$ cat src/rtl/div3_pkg.sv
// Shared types and constants for the bit-serial divide-by-3 checker.
package div3_pkg;

    // Checker control states
    typedef enum logic [1:0] {
        IDLE = 2'd0,
        SCAN = 2'd1,
        DONE = 2'd2
    } state_e;

    // Remainder encodings; 2'd3 is never produced
    localparam logic [1:0] REM0 = 2'd0;
    localparam logic [1:0] REM1 = 2'd1;
    localparam logic [1:0] REM2 = 2'd2;

    // 2^k mod 3 alternates 1, 2, 1, 2, ... with bit position
    localparam logic [1:0] W_EVEN = 2'd1;
    localparam logic [1:0] W_ODD  = 2'd2;

endpackage

$ cat src/rtl/div3_rem_step.sv
// One step of the running mod-3 remainder: adds the weight of one input bit
// (1 at even positions, 2 at odd positions) modulo 3 without a wide add.
module div3_rem_step
    import div3_pkg::*;
(
    input  logic [1:0] rem,
    input  logic       data_bit,
    input  logic       odd_pos,
    output logic [1:0] rem_next
);

    logic [1:0] weight;

    // Modulo add over 0..2: +1 wraps 2->0, +2 is the same as -1 and wraps 0->2
    always_comb begin
        weight   = data_bit ? (odd_pos ? W_ODD : W_EVEN) : REM0;
        rem_next = rem;
        unique case (weight)
            W_EVEN:  rem_next = (rem == REM2) ? REM0 : rem + 2'd1;
            W_ODD:   rem_next = (rem == REM0) ? REM2 : rem - 2'd1;
            default: rem_next = rem;
        endcase
    end

endmodule

$ cat config.mk
export PLATFORM = sky130hd
export DESIGN_NAME = div3_rem_step
export DESIGN_NICKNAME = d
export VERILOG_FILES = /design/src/rtl/div3_pkg.sv /design/src/rtl/div3_rem_step.sv
export SDC_FILE = /design/constraint.sdc
export NUM_CORES = 1
export LEC_CHECK = 0
export ABC_CLOCK_PERIOD_IN_PS = 1100
export BUFFER_PORTS_ARGS = -buffer_cell sky130_fd_sc_hd__buf_4
export CELL_PAD_IN_SITES_DETAIL_PLACEMENT = 1
export CELL_PAD_IN_SITES_GLOBAL_PLACEMENT = 2
export CORE_AREA = 2 2 39 41
export DETAILED_ROUTE_END_ITERATION = 8
export DIE_AREA = 0 0 41 43
export PLACE_DENSITY_LB_ADDON = 0.3
export SYNTH_ARGS = -nofsm -noshare
export SYNTH_HDL_FRONTEND = slang
export SYNTH_SLANG_ARGS = --single-unit
$ cat constraint.sdc
create_clock -name vclk -period 1.1
set_input_delay 0.165 -clock vclk [all_inputs]
set_output_delay 0.165 -clock vclk [all_outputs]
set_load 0.02 [all_outputs]
==> summary.txt <==
Outcome
  • Status: finished clean

GRT
  • First-pass GRT wire length: 448 um
  • Gr usage total: 3.50%
  • Initial antenna violation count: 0
  • Vias in the first global route: 112
  • Largest net degree at the start of global routing: 5
  • GR Overflow Total: 0

Synth
  • Cell area after synthesis: about 90 sq um
  • Sequential area share after synthesis: 0%
  • Yosys cell types: 9
  • Yosys warnings: 0
  • Mapped Nets: 19
  • Post-Synthesis Cells: 12
  • Synth Area per Inst: around 7.5 sq um
  • Cell taking the most area after synthesis: ha_1
  • Ranking of synthesized cells by area: ha_1 (42%), mux2i_1 (11%), a31o_1 (9.7%)
  • Post-synth top area share: 41.7%

Setup path
  • CP Launch Type: input pin
  • Critical Path End Type: output port
  • Critical Path AT: 930 ps
  • Critical Path, Cell by Cell: buf_8 -> inv_6 -> ha_4 -> or2_1 -> a31o_1 -> buf_6
  • Critical Path Fanout Max: 2
  • CP max stage delay: ~200 ps
  • Critical path's slowest cell: or2_1
  • CP required: 940 ps
  • WS Path Type: in2out

STA
  • Post-route minimum period: ~1100 ps
  • Max Slew Vio Count: 0
  • Final setup viols: 0
  • Slew headroom: 90.9%
  • Fmax: 911 MHz
  • Period utilization: between 90 and 100%
  • Final Hold Viols: 0
  • Worst Max-Slew Pin Slew: 133 ps
  • RSZ-0062 raised after global routing: yes
  • Final WS setup: 2.77 ps

Cells and area
  • Area Growth Syn to Fin: 161%
  • Final Cell Area: approximately 240 sq um
  • Layout Cells excl Fill: 35
  • Post-Route Utilization: roughly 17%
  • # clk buffers: 0
  • Reg area: 0 sq um
  • Inserted Diodes: 0
  • Share of layout cells above drive strength 1: roughly 70%
  • Fin nets: 28
  • Most frequent cells in the layout: ha_4 (3), buf_4 (3), inv_6 (2), buf_8 (2), buf_6 (2)
  • FFs & Latches: 0

Floorplanning
  • Die area: approximately 1800 sq um
  • Core area: 1380 sq um
  • # IOs: 6
  • Die X: around 41 um
  • Site Rows: 14
  • Die Y: 43 um
  • Initial Utilization: 6.51%

Min path
  • Hold path start: data_bit
  • Hold Crit Depth: 3
  • Hold Path End: rem_next[0]
  • Hold Path Class: in2out

Route
  • Avg WL per Cell: 8.20 um
  • DR pass1 iterations: 1
  • Vias: 105
  • Routed wire length: between 200 and 300 um
  • Avg Vias per Cell: 3.00
  • DRC: 0
  • Routed Antenna Nets: 0
  • DR iter-0 viols: 0

Clock tree
  • Cts hold-fix bufs: 0

Pwr
  • Power per cell area: about 360 nW/um^2
  • Maximum VDD drop: ~0.13 mV
  • Leakage power: 0.0956 nW

Flow run
  • Max cap viols: 0

Placed design
  • Post-place setup slack: -107 ps
  • Placed cell areas: around 160 sq um
  • Placed Instances: 35
  • Port bufs: 6
  • Gpl congestion: approximately 0.60
-- what timing repair did --
action | 4_1_cts | 5_1_grt
buffers inserted | 0 | 0
resized for setup | 15 | 3
endpoints found under the setup margin | 2 | 2
pin swaps | 4 | 1
gates cloned | 0 | 0
-- metal layers --
metal	track usage (%)	wire (um)	up-vias
met5	0	0	-
met4	0	0	0
met3	1.05	27	0
met2	5.31	121	6
met1	5.06	139	46
li1	-	-	53
-- area by class of cell --
type / count / area (sq um)
Fill cell: 161 / 1150
Inverter: 2 / 17.5
Multi-Input combinational cell: 10 / 123
Tap cell: 16 / 20.0
Timing Repair Buffer: 7 / 75.1
-- worst max-delay path, delay by kind of cell --
kind | cells | cell delay [ps]
simple gates | 1 | 200
buf+inv | 3 | 240
fa+ha+maj | 1 | 140
compound gates | 1 | 180
-- synthesized netlist by cell type --
cell / instances
a31o_1: 1
nand2_1: 1
inv_1: 2
or2_1: 1
mux2i_1: 1
and2b_1: 1
a21oi_1: 1
ha_1: 3
nor2_1: 1
-- logic make-up after synthesis --
family                     count (synthesis)  share of synthesized area, %
and+or+nand+nor                            4                          23.6
adders and majority gates                  3                          41.7
AOI/OAI and AO/OA                          2                          15.3
buffers and inverters                      2                          8.34
muxes                                      1                          11.1
-- through the flow --
step / setup TNS, ps / power [mW] / hold WS (ps)
floorplan: 0 / 0.0270 / 459
global placement: -159 / 0.0590 / 638
detailed placement: -140 / 0.0592 / 645
CTS: 0 / 0.0797 / 650
global route: -70.7 / 0.0931 / 668
finish: 0 / 0.0843 / 643
-- power by group --
group          switching, mW  internal [mW]
logic                 0.0387         0.0456
clock network              0              0
registers                  0              0
total                 0.0387         0.0456
-- worst max path at each step --
stage,startpoint,to
3_5_place_dp,rem[0],rem_next[1]
2_1_floorplan,rem[1],rem_next[1]
4_1_cts,rem[1],rem_next[1]
5_1_grt,rem[1],rem_next[0]
3_3_place_gp,rem[1],rem_next[1]
6_report,rem[1],rem_next[1]
No activity file was read; power rests on OpenSTA's default activity.
